`config.mk`:
```
export PLATFORM = sky130hd
export DESIGN_NAME = pool_out_collector_flat
export DESIGN_NICKNAME = d
export VERILOG_FILES = /design/src/rtl/pool_pkg.sv /design/src/rtl/pool_out_collector_if.sv /design/src/rtl/pool_out_fifo.sv /design/src/rtl/pool_out_collector.sv /design/src/flat_wrapper.sv
export SDC_FILE = /design/constraint.sdc
export NUM_CORES = 1
export LEC_CHECK = 0
export BUFFER_PORTS_ARGS = -buffer_cell sky130_fd_sc_hd__buf_2
export CAP_MARGIN = 20
export CORE_MARGIN = 8
export CORE_UTILIZATION = 58
export CTS_BUF_LIST = sky130_fd_sc_hd__clkbuf_4 sky130_fd_sc_hd__clkbuf_8
export DETAILED_ROUTE_END_ITERATION = 8
export GPL_ROUTABILITY_DRIVEN = 0
export GPL_TIMING_DRIVEN = 0
export PLACE_DENSITY_LB_ADDON = 0.25
export SYNTH_ARGS = -nofsm -noshare
export SYNTH_HDL_FRONTEND = slang
export SYNTH_SLANG_ARGS = --single-unit
```
`constraint.sdc`:
```
create_clock -name clk -period 5.34 [get_ports clk]
set_input_delay 0.801 -clock clk [delete_from_list [all_inputs] [get_ports clk]]
set_output_delay 0.801 -clock clk [all_outputs]
set_load 0.005 [all_outputs]
```
`src/rtl/pool_pkg.sv`:
```
// Shared types and helpers for the max-pooling output path.
// Window sizes are normalised here so every user sees the same 1..4 range.
package pool_pkg;

    typedef enum logic [1:0] {
        IDLE,
        RUN,
        DRAIN,
        DONE
    } pool_out_state_t;

    localparam int POOL_WIN_MAX = 4;

    // Only the low 3 bits carry the window size; 0 means a 1-wide window.
    function automatic logic [2:0] win_norm(input logic [15:0] w);
        logic [2:0] v;
        v = w[2:0];
        if (v == 3'd0) begin
            return 3'd1;
        end
        if (v > 3'(POOL_WIN_MAX)) begin
            return 3'(POOL_WIN_MAX);
        end
        return v;
    endfunction

endpackage

```
`src/rtl/pool_out_collector_if.sv`:
```
// Result stream from the pooling collector to the output memory writer.
// Master drives data/address, slave returns ready.
interface pool_out_collector_if #(
    parameter int DATA_W = 16,
    parameter int ADDR_W = 10
);
    logic              valid;
    logic              ready;
    logic [DATA_W-1:0] data;
    logic [ADDR_W-1:0] addr;

    modport master (
        output valid,
        output data,
        output addr,
        input  ready
    );

    modport slave (
        input  valid,
        input  data,
        input  addr,
        output ready
    );
endinterface

```
`src/rtl/pool_out_fifo.sv`:
```
// Show-ahead synchronous FIFO holding kept {addr, data} pairs.
// A write while full is legal only together with a read of the head.
module pool_out_fifo #(
    parameter int W = 26,
    parameter int D = 4
) (
    input  logic         clk,
    input  logic         rst,
    input  logic         wr_en,
    input  logic [W-1:0] wr_data,
    input  logic         rd_en,
    output logic [W-1:0] rd_data,
    output logic         full,
    output logic         empty
);
    localparam int PW = $clog2(D);

    logic [PW:0]  wr_ptr_q;
    logic [PW:0]  wr_ptr_d;
    logic [PW:0]  rd_ptr_q;
    logic [PW:0]  rd_ptr_d;
    logic [W-1:0] mem_q [D];
    logic         rd_fire;

    always_comb begin
        empty    = (wr_ptr_q == rd_ptr_q);
        full     = (wr_ptr_q[PW] != rd_ptr_q[PW]) &&
                   (wr_ptr_q[PW-1:0] == rd_ptr_q[PW-1:0]);
        rd_fire  = rd_en & ~empty;
        wr_ptr_d = wr_ptr_q + (PW+1)'(wr_en);
        rd_ptr_d = rd_ptr_q + (PW+1)'(rd_fire);
        rd_data  = mem_q[rd_ptr_q[PW-1:0]];
    end

    always_ff @(posedge clk or posedge rst) begin
        if (rst) begin
            wr_ptr_q <= '0;
            rd_ptr_q <= '0;
        end else begin
            wr_ptr_q <= wr_ptr_d;
            rd_ptr_q <= rd_ptr_d;
        end
    end

    // Head slot is read combinationally before this edge overwrites it.
    always_ff @(posedge clk) begin
        if (wr_en) begin
            mem_q[wr_ptr_q[PW-1:0]] <= wr_data;
        end
    end

endmodule

```
`src/rtl/pool_out_collector.sv`:
```
// Keeps the samples that close each non-overlapping pooling window,
// tags them with sequential buffer addresses and queues them for the writer.
module pool_out_collector
    import pool_pkg::*;
#(
    parameter int DATA_W = 16,
    parameter int ADDR_W = 10,
    parameter int CNT_W  = 10,
    parameter int FIFO_D = 4
) (
    input  logic                 clk,
    input  logic                 rst,
    input  logic                 start,
    input  logic [CNT_W-1:0]     row_length,
    input  logic [CNT_W-1:0]     num_rows,
    input  logic [15:0]          pool_horiz,
    input  logic [15:0]          pool_vert,
    input  logic [ADDR_W-1:0]    base_addr,
    input  logic                 in_valid,
    input  logic [DATA_W-1:0]    in_data,
    pool_out_collector_if.master out_if,
    output logic                 busy,
    output logic                 done,
    output logic                 overflow
);
    pool_out_state_t state_q;
    pool_out_state_t state_d;

    logic [CNT_W-1:0]  rl_q;
    logic [CNT_W-1:0]  rl_d;
    logic [CNT_W-1:0]  nr_q;
    logic [CNT_W-1:0]  nr_d;
    logic [2:0]        h_q;
    logic [2:0]        h_d;
    logic [2:0]        v_q;
    logic [2:0]        v_d;
    logic [CNT_W-1:0]  col_q;
    logic [CNT_W-1:0]  col_d;
    logic [CNT_W-1:0]  row_q;
    logic [CNT_W-1:0]  row_d;
    logic [1:0]        col_ph_q;
    logic [1:0]        col_ph_d;
    logic [1:0]        row_ph_q;
    logic [1:0]        row_ph_d;
    logic [ADDR_W-1:0] addr_q;
    logic [ADDR_W-1:0] addr_d;
    logic              ovf_q;
    logic              ovf_d;

    logic col_last_ph;
    logic row_last_ph;
    logic keep;
    logic pop;
    logic fifo_wr;
    logic fifo_full;
    logic fifo_empty;
    logic [ADDR_W+DATA_W-1:0] fifo_rd;

    always_comb begin
        col_last_ph = ({1'b0, col_ph_q} == (h_q - 3'd1));
        row_last_ph = ({1'b0, row_ph_q} == (v_q - 3'd1));
        keep        = (state_q == RUN) & in_valid &
                      col_last_ph & row_last_ph;
        pop         = out_if.valid & out_if.ready;
        // A full FIFO still accepts when its head leaves the same cycle.
        fifo_wr     = keep & (~fifo_full | pop);
    end

    always_comb begin
        state_d  = state_q;
        rl_d     = rl_q;
        nr_d     = nr_q;
        h_d      = h_q;
        v_d      = v_q;
        col_d    = col_q;
        row_d    = row_q;
        col_ph_d = col_ph_q;
        row_ph_d = row_ph_q;
        addr_d   = addr_q;
        ovf_d    = ovf_q;
        unique case (state_q)
            IDLE: begin
                if (start) begin
                    state_d  = RUN;
                    rl_d     = row_length;
                    nr_d     = num_rows;
                    h_d      = win_norm(pool_horiz);
                    v_d      = win_norm(pool_vert);
                    col_d    = '0;
                    row_d    = '0;
                    col_ph_d = '0;
                    row_ph_d = '0;
                    addr_d   = base_addr;
                    ovf_d    = 1'b0;
                end
            end
            RUN: begin
                if (in_valid) begin
                    if (keep) begin
                        addr_d = addr_q + ADDR_W'(1);
                        if (fifo_full & ~pop) begin
                            ovf_d = 1'b1;
                        end
                    end
                    if (col_q == rl_q - CNT_W'(1)) begin
                        col_d    = '0;
                        col_ph_d = '0;
                        row_d    = row_q + CNT_W'(1);
                        row_ph_d = row_last_ph ? 2'd0 : row_ph_q + 2'd1;
                        if (row_q == nr_q - CNT_W'(1)) begin
                            state_d = DRAIN;
                        end
                    end else begin
                        col_d    = col_q + CNT_W'(1);
                        col_ph_d = col_last_ph ? 2'd0 : col_ph_q + 2'd1;
                    end
                end
            end
            DRAIN: begin
                if (fifo_empty) begin
                    state_d = DONE;
                end
            end
            DONE: begin
                state_d = IDLE;
            end
            default: begin
                state_d = IDLE;
            end
        endcase
    end

    always_ff @(posedge clk or posedge rst) begin
        if (rst) begin
            state_q  <= IDLE;
            rl_q     <= '0;
            nr_q     <= '0;
            h_q      <= 3'd1;
            v_q      <= 3'd1;
            col_q    <= '0;
            row_q    <= '0;
            col_ph_q <= '0;
            row_ph_q <= '0;
            addr_q   <= '0;
            ovf_q    <= 1'b0;
        end else begin
            state_q  <= state_d;
            rl_q     <= rl_d;
            nr_q     <= nr_d;
            h_q      <= h_d;
            v_q      <= v_d;
            col_q    <= col_d;
            row_q    <= row_d;
            col_ph_q <= col_ph_d;
            row_ph_q <= row_ph_d;
            addr_q   <= addr_d;
            ovf_q    <= ovf_d;
        end
    end

    pool_out_fifo #(
        .W (ADDR_W + DATA_W),
        .D (FIFO_D)
    ) u_fifo (
        .clk     (clk),
        .rst     (rst),
        .wr_en   (fifo_wr),
        .wr_data ({addr_q, in_data}),
        .rd_en   (pop),
        .rd_data (fifo_rd),
        .full    (fifo_full),
        .empty   (fifo_empty)
    );

    assign out_if.valid = ~fifo_empty;
    assign out_if.addr  = fifo_rd[ADDR_W+DATA_W-1:DATA_W];
    assign out_if.data  = fifo_rd[DATA_W-1:0];

    assign busy     = (state_q == RUN) | (state_q == DRAIN);
    assign done     = (state_q == DONE);
    assign overflow = ovf_q;

endmodule
```
`src/flat_wrapper.sv`:
```
// flat-port wrapper written by rule: the top's interface ports become plain ports
module pool_out_collector_flat import pool_pkg::*;
#(
    parameter int DATA_W = 16,
    parameter int ADDR_W = 10,
    parameter int CNT_W  = 10,
    parameter int FIFO_D = 4
)
  (clk, rst, start, row_length, num_rows, pool_horiz, pool_vert, base_addr, in_valid, in_data, busy, done, overflow, out_if_valid, out_if_data, out_if_addr, out_if_ready);
  pool_out_collector_if #(.DATA_W(DATA_W), .ADDR_W(ADDR_W)) out_if_i ();
  input  logic clk;
  input  logic rst;
  input  logic start;
  input  logic [CNT_W-1:0] row_length;
  input  logic [CNT_W-1:0] num_rows;
  input  logic [15:0] pool_horiz;
  input  logic [15:0] pool_vert;
  input  logic [ADDR_W-1:0] base_addr;
  input  logic in_valid;
  input  logic [DATA_W-1:0] in_data;
  output logic busy;
  output logic done;
  output logic overflow;
  output wire logic [$bits(out_if_i.valid)-1:0] out_if_valid;
  output wire logic [$bits(out_if_i.data)-1:0] out_if_data;
  output wire logic [$bits(out_if_i.addr)-1:0] out_if_addr;
  input wire logic [$bits(out_if_i.ready)-1:0] out_if_ready;
  assign out_if_valid = out_if_i.valid;
  assign out_if_data = out_if_i.data;
  assign out_if_addr = out_if_i.addr;
  assign out_if_i.ready = out_if_ready;
  pool_out_collector #(.DATA_W(DATA_W), .ADDR_W(ADDR_W), .CNT_W(CNT_W), .FIFO_D(FIFO_D)) u_core (.clk(clk), .rst(rst), .start(start), .row_length(row_length), .num_rows(num_rows), .pool_horiz(pool_horiz), .pool_vert(pool_vert), .base_addr(base_addr), .in_valid(in_valid), .in_data(in_data), .out_if(out_if_i), .busy(busy), .done(done), .overflow(overflow));
endmodule
```
======== Word-level counts from Yosys, hierarchy flattened ========
Memories as Yosys holds them, arrays and structs flattened.
Index checks and enable logic that the tools add are counted.
cells by class
  $add $sub $neg .......................... 11
  $mul .................................... 0
  div/mod/pow operators ................... 0
  magnitude comparators ................... 2
  equal/unequal tests ..................... 17
  shift-type cells ........................ 0
  muxes and demuxes ....................... 55
  bitwise gates (word level) .............. 12
  reductions and logical operators ........ 11
operator list
  cell                                                number
  2-to-1 mux 10 bit                                   8
  case mux 10 bit (2 select lines)                    3
  adder 10 x 1 -> 10 bit, second input constant       3
  2-to-1 mux 2 bit                                    12
  2-to-1 mux 3 bit                                    8
  equality test 10 bit                                2
  2-to-1 mux 1 bit                                    20
  subtractor 10 x 1 -> 10 bit, second input constant  2
  != test 2 bit, second input constant                5
  AND reduction 5 bit                                 2
  case mux 2 bit (2 select lines)                     2
  case mux 2 bit (4 select lines)                     1
  AND reduction 4 bit                                 2
  AND 1 bit                                           7
  adder 3 x 1 -> 3 bit                                2
  equality test 2 x 3 -> 1 bit                        2
  > comparator 3 bit, second input constant           2
  logical NOT 3 bit                                   2
  subtractor 3 x 1 -> 3 bit, second input constant    2
  adder 2 x 1 -> 2 bit, second input constant         2
  equality test 2 bit, second input constant          2
  != test 2 x 1 -> 1 bit, second input constant       2
  equality test 3 bit                                 1
  inverter 1 bit                                      3
  10 further kinds                                    11
word-level totals
  register bits after elaboration ......... 69
  bits in latches ......................... 0
  memory bits (writable) .................. 104
  bits in read-only memories .............. 0
  output and inout port bits .............. 30
  word-level logic and storage cells ...... 122
  memories kept ........................... 1
memory list
  name                 words  bits a word  rd ports  clocked after memory_dff  write ports  RTL line             source
  u_core.u_fifo.mem_q  4      26           1         0                         1            pool_out_fifo.sv:22  logic [W-1:0] mem_q [D];

======== Logic depth before layout (Yosys ltp) ========
Gate-level depths: netlist (run 1).
  word-level depth ........................ 9
  mapped depth ............................ 10

======== By module ========
A second synthesis (run 1) with hierarchy kept.
second synthesis, totals
  cell total of the unflattened synthesis .. 572
  area, all modules ....................... 7,992.7 µm²
modules (own cells, without submodules)
  module              times used  cells an instance  area an instance (µm²)  sequential area each (µm²)
  pool_out_fifo       1           161                4,106.4                 3,273.1
  pool_out_collector  1           411                3,886.2                 1,579.0

======== Worst setup path before layout (run 1) ========
Ideal clock, no wire load.
  path kind ............................... register to register
  from .................................... register u_core.h_q[0]
  to ...................................... memory u_core.u_fifo.mem_q[0][0] (enable)
  setup time .............................. 447 ps
  arrival time ............................ 3,730 ps
  data required time ...................... 4,893 ps
  setup slack ............................. 1,163 ps
  stages on the path, launching flop included .. 8
  path buffers ............................ 0
  period minus slack after synthesis ...... 4,177 ps
  path through ............................ dfstp_2 inv_1 ha_1 xnor2_1 nor3_1 nand2_1 nor3_1 nor3b_1
on the way
  word-level cells in the longest chain between the ends .. 7
RTL lines
  item                                    RTL line                   source
  from (decl)                             pool_out_collector.sv:33   logic [2:0] h_q;
  from (signal assigned)                  pool_out_collector.sv:138  h_q <= 3'd1;
  from (signal assigned)                  pool_out_collector.sv:150  h_q <= h_d;
  subtractor 3 x 1 -> 3 bit               pool_out_collector.sv:60   col_last_ph = ({1'b0, col_ph_q} == (h_q - 3'd1));
  equality test 2 x 3 -> 1 bit            pool_out_collector.sv:60
  AND 1 bit                               pool_out_collector.sv:62   keep = (state_q == RUN) & in_valid &
  AND 1 bit                               pool_out_collector.sv:63   col_last_ph & row_last_ph;
  AND 1 bit                               pool_out_collector.sv:66   fifo_wr = keep & (~fifo_full | pop);
  2-to-1 mux 1 bit                        pool_out_fifo.sv:47        if (wr_en) begin
  2-to-1 mux 1 bit (implied by the code)  pool_out_fifo.sv:48        mem_q[wr_ptr_q[PW-1:0]] <= wr_data;
  to (decl)                               pool_out_fifo.sv:22
Every way passes these cells.

======== Final worst setup path (run 1) ========
  from .................................... register u_core.v_q[0]
  to ...................................... memory u_core.u_fifo.mem_q[0][5] (enable)
on the way
  word-level cells in the longest chain between the ends .. 6
RTL lines
  item                                    RTL line                   source
  from (decl)                             pool_out_collector.sv:35   logic [2:0] v_q;
  from (signal assigned)                  pool_out_collector.sv:151  v_q <= v_d;
  subtractor 3 x 1 -> 3 bit               pool_out_collector.sv:61   row_last_ph = ({1'b0, row_ph_q} == (v_q - 3'd1));
  equality test 2 x 3 -> 1 bit            pool_out_collector.sv:61
  AND 1 bit                               pool_out_collector.sv:63
  AND 1 bit                               pool_out_collector.sv:66
  2-to-1 mux 1 bit                        pool_out_fifo.sv:47
  2-to-1 mux 1 bit (implied by the code)  pool_out_fifo.sv:48
Every way passes these cells.

==> impl_metrics.prom, run 1 <==
# TYPE chip_impl_metric gauge
chip_impl_info{name="run_status",value="finished clean"} 1
chip_impl_metric{name="post_cts_hold_buffer_count",unit=""} 0
chip_impl_info{name="slowest_stage",value="sky130_fd_sc_hd__nor3b_2"} 1
chip_impl_metric{name="synth_top_area_share",unit="%"} 39.8
chip_impl_metric{name="path_buf_inv",unit=""} 3
chip_impl_metric{name="worst_slew_pin_slew",unit="ns"} 0.878
chip_impl_metric{name="cts_resized",unit=""} 0
chip_impl_metric{name="cpPeakStageDelay",unit="ns"} 0.62
chip_impl_info{name="synth_area_leader_cell",value="sky130_fd_sc_hd__edfxtp_1"} 1
chip_impl_metric{name="worst_endpoint_data_arrival_time",unit="ns"} 3.56
chip_impl_metric{name="global_route_total_usage_across_every_layer",unit="%"} 19.4
chip_impl_metric{name="dp_cells",unit=""} 836
chip_impl_info{name="worst_setup_path_start_kind",value="flop"} 1
chip_impl_metric{name="num_clock_sinks",unit=""} 173
chip_impl_metric{name="numCtsBuffers",unit=""} 17
chip_impl_metric{name="fin_crit_sh",unit="%"} 63.4
chip_impl_metric{name="layout-drive-gt1-share",unit="%"} 26.6
chip_impl_metric{name="first_pass_grt_wire_length",unit="um"} 26700
chip_impl_metric{name="async_flop_share",unit="%"} 39.9
chip_impl_metric{name="post_layout_nonfiller_instances",unit=""} 867
chip_impl_metric{name="critical_path.max_fanout",unit=""} 11
chip_impl_metric{name="portBuffers",unit=""} 86
chip_impl_metric{name="fin_ws",unit="ns"} 1.96
chip_impl_metric{name="area_growth",unit="%"} 14.0
chip_impl_metric{name="maxSlewViolCount",unit=""} 0
chip_impl_metric{name="power.leakage",unit="nW"} 3.66
chip_impl_info{name="crit_path_end_kind",value="flop"} 1
chip_impl_info{name="dominant_delay_contributor_by_cell_family_on_the_critical_path",value="simple AND/OR/NAND/NOR gates"} 1
chip_impl_info{name="postSynth.topFlopCell",value="sky130_fd_sc_hd__edfxtp_1"} 1
chip_impl_metric{name="post-place-ws",unit="ns"} 1.97
chip_impl_metric{name="detail_route.wl_per_cell",unit="um"} 19.2
chip_impl_metric{name="route.antenna.remaining_nets",unit=""} 0
chip_impl_metric{name="post-dp-hpwl",unit="um"} 11500
chip_impl_metric{name="route.final.wire_length",unit="um"} 16600
chip_impl_metric{name="clock_tree.buffer_depth",unit=""} 2
chip_impl_metric{name="clk_lat_worst_skew",unit="ns"} 0.47
chip_impl_metric{name="num-nets-final",unit=""} 777
chip_impl_info{name="synth.top_cells.by_area",value="sky130_fd_sc_hd__edfxtp_1, sky130_fd_sc_hd__dfrtp_1, sky130_fd_sc_hd__mux4_2, sky130_fd_sc_hd__mux2_2, sky130_fd_sc_hd__ha_1"} 1
chip_impl_metric{name="cap_viol_max_count",unit=""} 0
chip_impl_metric{name="h-tree-depth",unit=""} 4
chip_impl_info{name="grt_setup_unrepaired",value="false"} 1
chip_impl_metric{name="synthesis_stage_register_bit_count",unit=""} 173
chip_impl_metric{name="syn-instance-count",unit=""} 570
chip_impl_metric{name="path_clk_slew",unit="ns"} 0.09
chip_impl_metric{name="drt-vias-per-instance",unit=""} 5.86
chip_impl_metric{name="yosysWarnings",unit=""} 0
chip_impl_info{name="cp_cell_sequence",value="inv_1 > ha_1 > xnor2_1 > nor3_1 > nand2_1 > nor3_1 > nor3b_2 > buf_6 > buf_8"} 1
chip_impl_metric{name="ir_drop_worst_case_vdd",unit="uV"} 135
chip_impl_metric{name="detailed_place.area",unit="um^2"} 8580
chip_impl_metric{name="fin_crit",unit="ns"} 3.38
chip_impl_metric{name="fmaxAchievable",unit="MHz"} 295
chip_impl_info{name="synth_common_cells",value="sky130_fd_sc_hd__edfxtp_1, sky130_fd_sc_hd__dfrtp_1, sky130_fd_sc_hd__nand2_1"} 1
chip_impl_info{name="critPathMostFrequentCell",value="sky130_fd_sc_hd__nor3_1"} 1
chip_impl_metric{name="die-width",unit="um"} 132
chip_impl_metric{name="core_region_area",unit="um^2"} 13200
chip_impl_metric{name="power_per_cell_area",unit="nW/um^2"} 278
chip_impl_metric{name="effective_utilization_at_floorplan",unit="%"} 59.3
chip_impl_metric{name="syn_nets",unit=""} 668
chip_impl_metric{name="yosysSeqAreaShare",unit="%"} 61.8
chip_impl_metric{name="grt_pass1_vias",unit=""} 5450
chip_impl_metric{name="worst_ep_required_time",unit="ns"} 5.51
chip_impl_metric{name="synth_cell_types",unit=""} 57
chip_impl_info{name="library_cell_used_as_clock_root_buffer",value="sky130_fd_sc_hd__clkbuf_8"} 1
chip_impl_info{name="cts_tree",value="done"} 1
chip_impl_info{name="synthMostInstantiatedCell",value="sky130_fd_sc_hd__edfxtp_1"} 1
chip_impl_metric{name="final_area",unit="um^2"} 8950
chip_impl_metric{name="grt_max_degree",unit=""} 70
chip_impl_metric{name="worst_hold_slack",unit="ns"} 0.491
chip_impl_metric{name="insertedDiodeCount",unit=""} 0
chip_impl_metric{name="fp.dieH",unit="um"} 132
chip_impl_metric{name="total_power",unit="W"} 0.00249
chip_impl_metric{name="antenna_found_initial",unit=""} 0
chip_impl_metric{name="hold_viol",unit=""} 0
chip_impl_metric{name="synth_edf_count",unit=""} 104
chip_impl_metric{name="buffers_inserted_during_post_cts_setup_optimization",unit=""} 0
chip_impl_info{name="critical_setup_path_class",value="reg -> reg"} 1
chip_impl_metric{name="vias",unit=""} 5082
chip_impl_metric{name="gr-total-overflow",unit=""} 0
chip_impl_metric{name="synth_area",unit="um^2"} 7850
chip_impl_metric{name="synth_area_per_cell",unit="um^2"} 13.8
chip_impl_metric{name="floorplan.io_pins",unit=""} 113
chip_impl_metric{name="detail_route.first_pass.iterations",unit=""} 7
chip_impl_metric{name="die_area",unit="um^2"} 17500
chip_impl_metric{name="first_iter_violations",unit=""} 402
chip_impl_metric{name="num_rows",unit=""} 42
chip_impl_metric{name="worst_case_clock_skew",unit="ns"} 0.0129
chip_impl_metric{name="count_of_unresolved_drc_violations_after_routing",unit=""} 0
chip_impl_info{name="hp-class",value="reg -> reg"} 1
chip_impl_metric{name="setup_viol_count_final",unit=""} 0
chip_impl_metric{name="max-slew-margin-rel",unit="%"} 41.4
## per-layer routing
metal	up-vias	track usage, %	part of all wire (%)
met5	-	0	0
met4	0	7.89	1.9
met3	32	4.76	4.8
met2	157	33.9	52
met1	2518	22.3	42
li1	2375	-	-
## worst reg2reg max path: stages (launching register included)
cell and delay [ns]:
sky130_fd_sc_hd__dfstp_2 0.56, sky130_fd_sc_hd__inv_1 0.04, sky130_fd_sc_hd__ha_1 0.30, sky130_fd_sc_hd__xnor2_1 0.13, sky130_fd_sc_hd__nor3_1 0.36, sky130_fd_sc_hd__nand2_1 0.19, sky130_fd_sc_hd__nor3_1 0.43, sky130_fd_sc_hd__nor3b_2 0.63
sky130_fd_sc_hd__buf_6 0.27, sky130_fd_sc_hd__buf_8 0.18
## power by group
part	switching [W]	leakage (nW)	internal, W	total (W)
sequential	0.0000274	1.97	0.00144	0.00146
combinational	0.0000726	1.51	0.0000544	0.000127
clock	0.000482	0.189	0.000414	0.000896
## kinds of logic after synthesis
group	Yosys count	synth area share [%]
xor gates and xnor gates	36	4.01
AOI/OAI and AO/OA	88	7.17
and+or+nand+nor	155	10.5
adders and majority gates	15	2.39
buffers and inverters	45	2.21
DFF	173	61.8
muxes	58	11.9
## cell type report
class / count / area (um^2)
clock buffers: 17 / 234
plain buffers: 21 / 83.8
flip-flops and latches: 173 / 4850
repair buffers: 90 / 487
clock inverters: 14 / 144
inverters: 24 / 92.6
multi-input cells: 352 / 2840
well taps: 176 / 220
fillers: 976 / 4290
## sequential cells by signal, indices dropped and copies added, names as in the netlist, 10 cells and up
signal               cells
u_core.nr_q             10
u_core.col_q            10
u_core.row_q            10
u_core.addr_q           10
u_core.rl_q             10
u_core.u_fifo.mem_q    104
## stage by stage
stage          setup TNS, ns  utilization (%)
2_1_floorplan              0                -
3_3_place_gp           -9.78             64.2
3_5_place_dp               0             64.8
4_1_cts                    0             67.6
5_1_grt                    0             67.6
6_report                   0             67.6
## cell usage in the layout, fill, tap and decap left out, types with 3 or more instances in the layout
cell type	Yosys	routed
sky130_fd_sc_hd__nor2_1	21	20
sky130_fd_sc_hd__clkinv_2	0	3
sky130_fd_sc_hd__nand2_1	35	35
sky130_fd_sc_hd__nand4_1	6	6
sky130_fd_sc_hd__nor4_1	3	3
sky130_fd_sc_hd__nand3_1	25	25
sky130_fd_sc_hd__a21oi_1	24	24
sky130_fd_sc_hd__nor3_1	18	18
sky130_fd_sc_hd__nand2b_1	5	5
sky130_fd_sc_hd__o31ai_1	4	4
sky130_fd_sc_hd__a31oi_1	5	5
sky130_fd_sc_hd__mux2i_1	9	9
sky130_fd_sc_hd__or3_1	7	7
sky130_fd_sc_hd__and3_1	5	5
sky130_fd_sc_hd__buf_1	3	3
sky130_fd_sc_hd__mux4_2	26	26
sky130_fd_sc_hd__clkbuf_8	0	17
sky130_fd_sc_hd__o21ai_0	25	25
sky130_fd_sc_hd__buf_8	0	3
sky130_fd_sc_hd__dfrtp_1	67	67
sky130_fd_sc_hd__xor2_1	17	17
sky130_fd_sc_hd__edfxtp_1	104	104
sky130_fd_sc_hd__and2_1	4	4
sky130_fd_sc_hd__buf_2	1	87
sky130_fd_sc_hd__o211ai_1	3	3
sky130_fd_sc_hd__or2_2	3	3
sky130_fd_sc_hd__clkbuf_1	16	16
sky130_fd_sc_hd__mux2_2	23	23
sky130_fd_sc_hd__clkinv_1	1	3
sky130_fd_sc_hd__xnor2_1	19	19
sky130_fd_sc_hd__nand3b_1	3	3
sky130_fd_sc_hd__o22ai_1	5	5
sky130_fd_sc_hd__nor2b_1	5	5
sky130_fd_sc_hd__ha_1	15	15
sky130_fd_sc_hd__inv_1	23	22
sky130_fd_sc_hd__a22oi_1	7	7
## final timing paths
| path | start | endpoint | slack [ns] | depth (start not counted) |
|---|---|---|---|---|
| worst max-delay path | u_core.v_q[0] | u_core.u_fifo.mem_q[0][5] | 1.96 | 9 |
| worst min-delay path | u_core.v_q[0] | u_core.v_q[0] | 0.49 | 2 |
| worst max register to register | u_core.v_q[0] | u_core.u_fifo.mem_q[0][5] | 1.96 | 9 |
| worst min register to register | u_core.v_q[0] | u_core.v_q[0] | 0.49 | 2 |
| max in group asynchronous | rst | u_core.addr_q[8] | 4.26 | 2 |
| min in group asynchronous | rst | u_core.overflow | 0.50 | 2 |
No activity file was read; power rests on OpenSTA's default activity.
==> run 2, diff against run 1 <==
- CORE_UTILIZATION: 58 -> 54
- clock period: 5.34 -> 2.7 ns (I/O delays scaled with it)
==> impl_metrics.prom, run 2 (synthesis gave the netlist of run 1 again) <==
# TYPE chip_impl_metric gauge
chip_impl_metric{name="max-slew-margin-rel",unit="%"} 40.9
chip_impl_metric{name="worst_ep_required_time",unit="ns"} 3.04
chip_impl_metric{name="die-width",unit="um"} 137
chip_impl_metric{name="n_fill_cell",unit=""} 1008
chip_impl_info{name="grt_setup_unrepaired",value="true"} 1
chip_impl_info{name="most-common-layout-cells",value="sky130_fd_sc_hd__edfxtp_1, sky130_fd_sc_hd__buf_2, sky130_fd_sc_hd__dfrtp_1"} 1
chip_impl_metric{name="layout-drive-gt1-share",unit="%"} 34.9
chip_impl_metric{name="first_pass_grt_wire_length",unit="um"} 25900
chip_impl_metric{name="insertedDiodeCount",unit=""} 0
chip_impl_metric{name="vias",unit=""} 5219
chip_impl_metric{name="sequential_cell_area",unit="um^2"} 4850
chip_impl_metric{name="die_area",unit="um^2"} 18700
chip_impl_metric{name="core_region_area",unit="um^2"} 14400
chip_impl_metric{name="maxSlewViolCount",unit=""} 0
chip_impl_metric{name="first_iter_violations",unit=""} 283
chip_impl_info{name="cts_tree",value="done"} 1
chip_impl_metric{name="power.leakage",unit="nW"} 3.84
chip_impl_info{name="hp-class",value="in -> async"} 1
chip_impl_metric{name="clk_lat_worst_skew",unit="ns"} 0.45
chip_impl_metric{name="effective_utilization_at_floorplan",unit="%"} 54.7
chip_impl_metric{name="num_rows",unit=""} 44
chip_impl_metric{name="gr-total-overflow",unit=""} 0
chip_impl_metric{name="grt_max_degree",unit=""} 70
chip_impl_metric{name="multi_input_area",unit="um^2"} 3110
chip_impl_metric{name="detail_route.first_pass.iterations",unit=""} 5
chip_impl_metric{name="worst_hold_slack",unit="ns"} 0.117
chip_impl_metric{name="critical_path.max_fanout",unit=""} 4
chip_impl_metric{name="post_cts_hold_buffer_count",unit=""} 0
chip_impl_info{name="run_status",value="finished clean"} 1
chip_impl_metric{name="fin_crit",unit="ns"} 2.64
chip_impl_metric{name="area_growth",unit="%"} 20.4
chip_impl_metric{name="route.final.wire_length",unit="um"} 16300
chip_impl_metric{name="worst_endpoint_data_arrival_time",unit="ns"} 2.97
chip_impl_metric{name="fp.dieH",unit="um"} 137
chip_impl_metric{name="flip_flop_count_of_the_largest_register_all_copies_and_words_added",unit=""} 104
chip_impl_metric{name="post-dp-hpwl",unit="um"} 11000
chip_impl_metric{name="worst_slew_pin_slew",unit="ns"} 0.885
chip_impl_metric{name="final_area",unit="um^2"} 9460
chip_impl_metric{name="fmaxAchievable",unit="MHz"} 379
chip_impl_metric{name="num_clock_sinks",unit=""} 173
chip_impl_metric{name="route.antenna.remaining_nets",unit=""} 0
chip_impl_metric{name="num-nets-final",unit=""} 799
chip_impl_metric{name="grt_pass1_vias",unit=""} 5195
chip_impl_info{name="layout_commonest_cell",value="sky130_fd_sc_hd__edfxtp_1"} 1
chip_impl_metric{name="finalSetupTns",unit="ns"} 0
chip_impl_metric{name="cap_viol_max_count",unit=""} 0
chip_impl_metric{name="total_power",unit="W"} 0.00480
chip_impl_metric{name="count_of_unresolved_drc_violations_after_routing",unit=""} 0
chip_impl_metric{name="portBuffers",unit=""} 86
chip_impl_metric{name="numCtsBuffers",unit=""} 17
chip_impl_metric{name="detailed_place.area",unit="um^2"} 8650
chip_impl_info{name="library_cell_used_as_clock_root_buffer",value="sky130_fd_sc_hd__clkbuf_8"} 1
chip_impl_info{name="critical_setup_path_class",value="reg -> reg"} 1
chip_impl_metric{name="drt-vias-per-instance",unit=""} 5.82
chip_impl_metric{name="ir_drop_worst_case_vdd",unit="uV"} 230
chip_impl_metric{name="worst_case_clock_skew",unit="ns"} 0.0121
chip_impl_metric{name="global_route_total_usage_across_every_layer",unit="%"} 17.8
chip_impl_metric{name="detail_route.wl_per_cell",unit="um"} 18.2
chip_impl_metric{name="hold_viol",unit=""} 0
chip_impl_metric{name="h-tree-depth",unit=""} 4
chip_impl_metric{name="setup_viol_count_final",unit=""} 0
chip_impl_metric{name="post-place-ws",unit="ns"} -0.248
chip_impl_metric{name="fin_crit_sh",unit="%"} 97.7
chip_impl_metric{name="power_per_cell_area",unit="nW/um^2"} 507
chip_impl_info{name="worst_setup_path_start_kind",value="flop"} 1
chip_impl_metric{name="clock_tree.buffer_depth",unit=""} 2
chip_impl_metric{name="antenna_found_initial",unit=""} 0
chip_impl_metric{name="path_clk_slew",unit="ns"} 0.09
chip_impl_metric{name="floorplan.io_pins",unit=""} 113
chip_impl_metric{name="fin_ws",unit="ns"} 0.0620
chip_impl_info{name="crit_path_end_kind",value="flop"} 1
run 2: per-stage QoR:
stage | instances | utilization, %
after floorplan | 570 | -
after global placement | 840 | 59.6
after detailed placement | 843 | 60.2
after CTS | 883 | 63.7
after global routing | 897 | 65.8
final | 897 | 65.8
run 2: final cells by class:
| type | count | area share, % |
|---|---|---|
| Buffer | 18 | 1.06 |
| Clock buffer | 18 | 2.55 |
| Clock inverter | 13 | 1.23 |
| Inverter | 24 | 0.979 |
| Multi-Input combinational cell | 354 | 32.9 |
| Sequential cell | 173 | 51.3 |
| Tap cell | 184 | 2.43 |
| Timing Repair Buffer | 113 | 7.51 |
run 2: worst max-delay path, cell delays in order (launching register included):
cell and delay (ns):
sky130_fd_sc_hd__dfrtp_1 0.40, sky130_fd_sc_hd__inv_2 0.08, sky130_fd_sc_hd__ha_4 0.15, sky130_fd_sc_hd__or4b_4 0.49, sky130_fd_sc_hd__nor2_4 0.14, sky130_fd_sc_hd__xnor2_2 0.10, sky130_fd_sc_hd__nor4_4 0.27, sky130_fd_sc_hd__buf_4 0.18
sky130_fd_sc_hd__buf_4 0.12, sky130_fd_sc_hd__and3_4 0.23, sky130_fd_sc_hd__a21oi_4 0.08, sky130_fd_sc_hd__mux2_2 0.29
run 2: repair_timing:
item / CTS / global route
setup endpoints to repair: 128 / 101
pin swaps: 7 / 19
setup buffers: 9 / 15
gates cloned: 1 / 2
resized for setup: 23 / 48
run 2: power by group:
part,switching [W],leakage [nW],internal (W)
logic,0.000147,1.70,0.000111
clock network,0.000917,0.171,0.000737
registers,0.0000498,1.97,0.00284
total,0.00111,3.84,0.00369
run 2: final timing paths:
kind	slack [ns]	to	from	depth (start not counted)
setup / recovery	0.06	u_core.state_q[1]	u_core.rl_q[1]	11
hold / removal	0.12	u_core.rl_q[8]	rst	2
setup reg to reg	0.06	u_core.state_q[1]	u_core.rl_q[1]	11
hold reg to reg	0.48	u_core.v_q[1]	u_core.v_q[1]	2
max in group asynchronous	1.98	u_core.u_fifo.wr_ptr_q[1]	rst	2
min in group clk	0.13	u_core.h_q[0]	pool_horiz[2]	2
run 2: routing by layer:
layer / vias up / GRT usage, % / wire length [um]
met5: - / 0 / 0
met4: 0 / 7.26 / 269
met3: 23 / 3.74 / 875
met2: 165 / 30.2 / 8460
met1: 2605 / 21.9 / 6680
li1: 2426 / - / -
==> run 3, diff against run 2 <==
- CORE_UTILIZATION: 54 -> 58
- clock period: 2.7 -> 2.55 ns (I/O delays scaled with it)
==> impl_metrics.prom, run 3 (synthesis gave the netlist of run 1 again) <==
# TYPE chip_impl_metric gauge
chip_impl_info{name="run_status",value="finished, violations left"} 1
chip_impl_info{name="violations",value="setup timing"} 1
chip_impl_metric{name="fin_crit_sh",unit="%"} 102
chip_impl_metric{name="numCtsBuffers",unit=""} 17
chip_impl_info{name="grt_setup_unrepaired",value="true"} 1
chip_impl_metric{name="maxSlewViolCount",unit=""} 0
chip_impl_metric{name="gr-total-overflow",unit=""} 0
chip_impl_metric{name="max-slew-margin-rel",unit="%"} 42.1
chip_impl_metric{name="core_region_area",unit="um^2"} 13200
chip_impl_info{name="worst_setup_path_start_kind",value="flop"} 1
chip_impl_metric{name="worst_endpoint_data_arrival_time",unit="ns"} 2.94
chip_impl_metric{name="die-width",unit="um"} 132
chip_impl_metric{name="detailed_place.area",unit="um^2"} 8590
chip_impl_metric{name="clock_tree.buffer_depth",unit=""} 2
chip_impl_metric{name="fin_util",unit="%"} 72.2
chip_impl_metric{name="h-tree-depth",unit=""} 4
chip_impl_metric{name="global_route_total_usage_across_every_layer",unit="%"} 20.5
chip_impl_metric{name="area_growth",unit="%"} 21.7
chip_impl_metric{name="detail_route.wl_per_cell",unit="um"} 20.4
chip_impl_metric{name="ir_drop_worst_case_vdd",unit="uV"} 323
chip_impl_metric{name="worst_slew_pin_slew",unit="ns"} 0.869
chip_impl_metric{name="floorplan.io_pins",unit=""} 113
chip_impl_metric{name="fmaxAchievable",unit="MHz"} 385
chip_impl_metric{name="antenna_found_initial",unit=""} 0
chip_impl_metric{name="setup_viol_count_final",unit=""} 3
chip_impl_metric{name="portBuffers",unit=""} 86
chip_impl_metric{name="critical_path.max_fanout",unit=""} 4
chip_impl_metric{name="worst_ep_required_time",unit="ns"} 2.90
chip_impl_info{name="cts_tree",value="done"} 1
chip_impl_metric{name="die_area",unit="um^2"} 17500
chip_impl_metric{name="cap_viol_max_count",unit=""} 0
chip_impl_metric{name="fin_ws",unit="ns"} -0.0442
chip_impl_metric{name="cpPeakStageDelay",unit="ns"} 0.50
chip_impl_metric{name="hold_viol",unit=""} 0
chip_impl_metric{name="grtUsageMet3",unit="%"} 4.57
chip_impl_metric{name="worst_case_clock_skew",unit="ns"} 0.0129
chip_impl_info{name="cp_cell_sequence",value="buf_12 > xnor2_4 > nand3_2 > a211o_1 > or4_4 > a2111oi_4 > a21oi_4 > mux2_2"} 1
chip_impl_metric{name="num_clock_sinks",unit=""} 173
chip_impl_info{name="layout_commonest_cell",value="sky130_fd_sc_hd__edfxtp_1"} 1
chip_impl_metric{name="worst_hold_depth",unit=""} 2
chip_impl_metric{name="route.antenna.remaining_nets",unit=""} 0
chip_impl_metric{name="layout-drive-gt1-share",unit="%"} 37.7
chip_impl_metric{name="final_area",unit="um^2"} 9560
chip_impl_metric{name="grt_pass1_vias",unit=""} 5495
chip_impl_metric{name="drt-vias-per-instance",unit=""} 5.97
chip_impl_metric{name="clk_lat_worst_skew",unit="ns"} 0.46
chip_impl_metric{name="detail_route.first_pass.iterations",unit=""} 5
chip_impl_metric{name="worst_hold_slack",unit="ns"} 0.0922
chip_impl_metric{name="route.final.wire_length",unit="um"} 18400
chip_impl_info{name="global_route.peak_usage_layer",value="met2"} 1
chip_impl_info{name="hp-class",value="in -> reg"} 1
chip_impl_metric{name="grtUsageMet2",unit="%"} 37.4
chip_impl_metric{name="power.leakage",unit="nW"} 3.94
chip_impl_metric{name="insertedDiodeCount",unit=""} 0
chip_impl_metric{name="num_rows",unit=""} 42
chip_impl_metric{name="first_pass_grt_wire_length",unit="um"} 28400
chip_impl_info{name="slowest_stage",value="sky130_fd_sc_hd__or4_4"} 1
chip_impl_info{name="critical_setup_path_class",value="reg -> reg"} 1
chip_impl_metric{name="post-dp-hpwl",unit="um"} 11800
chip_impl_metric{name="count_of_unresolved_drc_violations_after_routing",unit=""} 0
chip_impl_info{name="most-common-layout-cells",value="sky130_fd_sc_hd__edfxtp_1, sky130_fd_sc_hd__buf_2, sky130_fd_sc_hd__dfrtp_1"} 1
chip_impl_info{name="library_cell_used_as_clock_root_buffer",value="sky130_fd_sc_hd__clkbuf_8"} 1
chip_impl_metric{name="n_fill_cell",unit=""} 868
chip_impl_metric{name="fin_crit",unit="ns"} 2.59
chip_impl_metric{name="post-place-ws",unit="ns"} -0.379
chip_impl_metric{name="flip_flop_count_of_the_largest_register_all_copies_and_words_added",unit=""} 104
chip_impl_metric{name="post_cts_hold_buffer_count",unit=""} 0
chip_impl_info{name="dominant_delay_contributor_by_cell_family_on_the_critical_path",value="compound AO/OA/AOI/OAI gates"} 1
chip_impl_metric{name="path_clk_slew",unit="ns"} 0.09
chip_impl_metric{name="worst_reg_to_reg_cells",unit=""} 8
chip_impl_metric{name="first_iter_violations",unit=""} 384
chip_impl_metric{name="power_per_cell_area",unit="nW/um^2"} 552
chip_impl_metric{name="cp.depth",unit=""} 8
chip_impl_metric{name="fp.dieH",unit="um"} 132
chip_impl_metric{name="path_buf_inv",unit=""} 1
chip_impl_metric{name="vias",unit=""} 5386
chip_impl_metric{name="effective_utilization_at_floorplan",unit="%"} 59.3
chip_impl_metric{name="num-nets-final",unit=""} 811
chip_impl_metric{name="grt_max_degree",unit=""} 70
chip_impl_info{name="crit_path_end_kind",value="flop"} 1
chip_impl_metric{name="use_met1",unit="%"} 23.3
[run 3: cell types whose count changed in the layout (fill, tap and decap cells not counted), sizes merged]
| cell | change |
|---|---|
| buf | +11 |
| clkinv | +2 |
| clkinvlp | -2 |
| a31oi | -1 |
| and3b | +1 |
| bufinv | +1 |
| clkbuf | +1 |
[run 3: worst paths after layout]
kind / start / endpoint / slack [ns]
worst max-delay path: u_core.u_fifo.rd_ptr_q[0] / u_core.state_q[1] / -0.04
worst min-delay path: pool_horiz[2] / u_core.h_q[0] / 0.09
worst max register to register: u_core.u_fifo.rd_ptr_q[0] / u_core.state_q[1] / -0.04
worst min register to register: u_core.v_q[1] / u_core.v_q[1] / 0.49
max in group asynchronous: rst / u_core.rl_q[0] / 1.84
min in group asynchronous: rst / u_core.h_q[1] / 0.10
[run 3: what timing repair did]
action | 4_1_cts | 5_1_grt
gates resized for setup | 52 | 29
setup endpoints to repair | 148 | 116
gates cloned | 2 | 0
pin swaps | 21 | 16
buffers inserted | 15 | 22
[run 3: routing by layer]
| layer | vias to the layer above | part of all wire (%) |
|---|---|---|
| met5 | - | 0 |
| met4 | 0 | 1.6 |
| met3 | 32 | 5.2 |
| met2 | 215 | 55 |
| met1 | 2690 | 38 |
| li1 | 2449 | - |
[run 3: worst reg2reg max path, delay by kind of cell (launching register included)]
kind | cells | cell delay (ns)
xor gates and xnor gates | 1 | 0.16
muxes | 1 | 0.28
and+or+nand+nor | 2 | 0.64
buffers and inverters | 1 | 0.15
AOI/OAI and AO/OA | 3 | 0.83
DFF | 1 | 0.43
[run 3: cell type report]
class,instances,area (um^2),area share (%)
buffer,18,116,1.22
clock buffer,18,241,2.53
clock inverter,14,160,1.68
inverter,24,96.3,1.01
multi-input combinational,354,3120,32.7
sequential,173,4860,50.8
tap,176,220,2.30
timing repair buffer,125,742,7.76
[run 3: through the flow]
stage | total power, W | instances | setup TNS (ns)
finish | 0.00527 | 902 | -0.123
global route | 0.00544 | 902 | -2.06
CTS | 0.00528 | 882 | -0.117
detailed placement | 0.00339 | 834 | -30.65
global placement | 0.00336 | 832 | -66.43
floorplan | 0.00328 | 570 | -3.38
[run 3: power by group]
group	switching (W)	internal (W)	leakage (nW)
Sequential	0.0000542	0.00301	1.96
Clock	0.00103	0.000902	0.202
Combinational	0.000161	0.000116	1.78
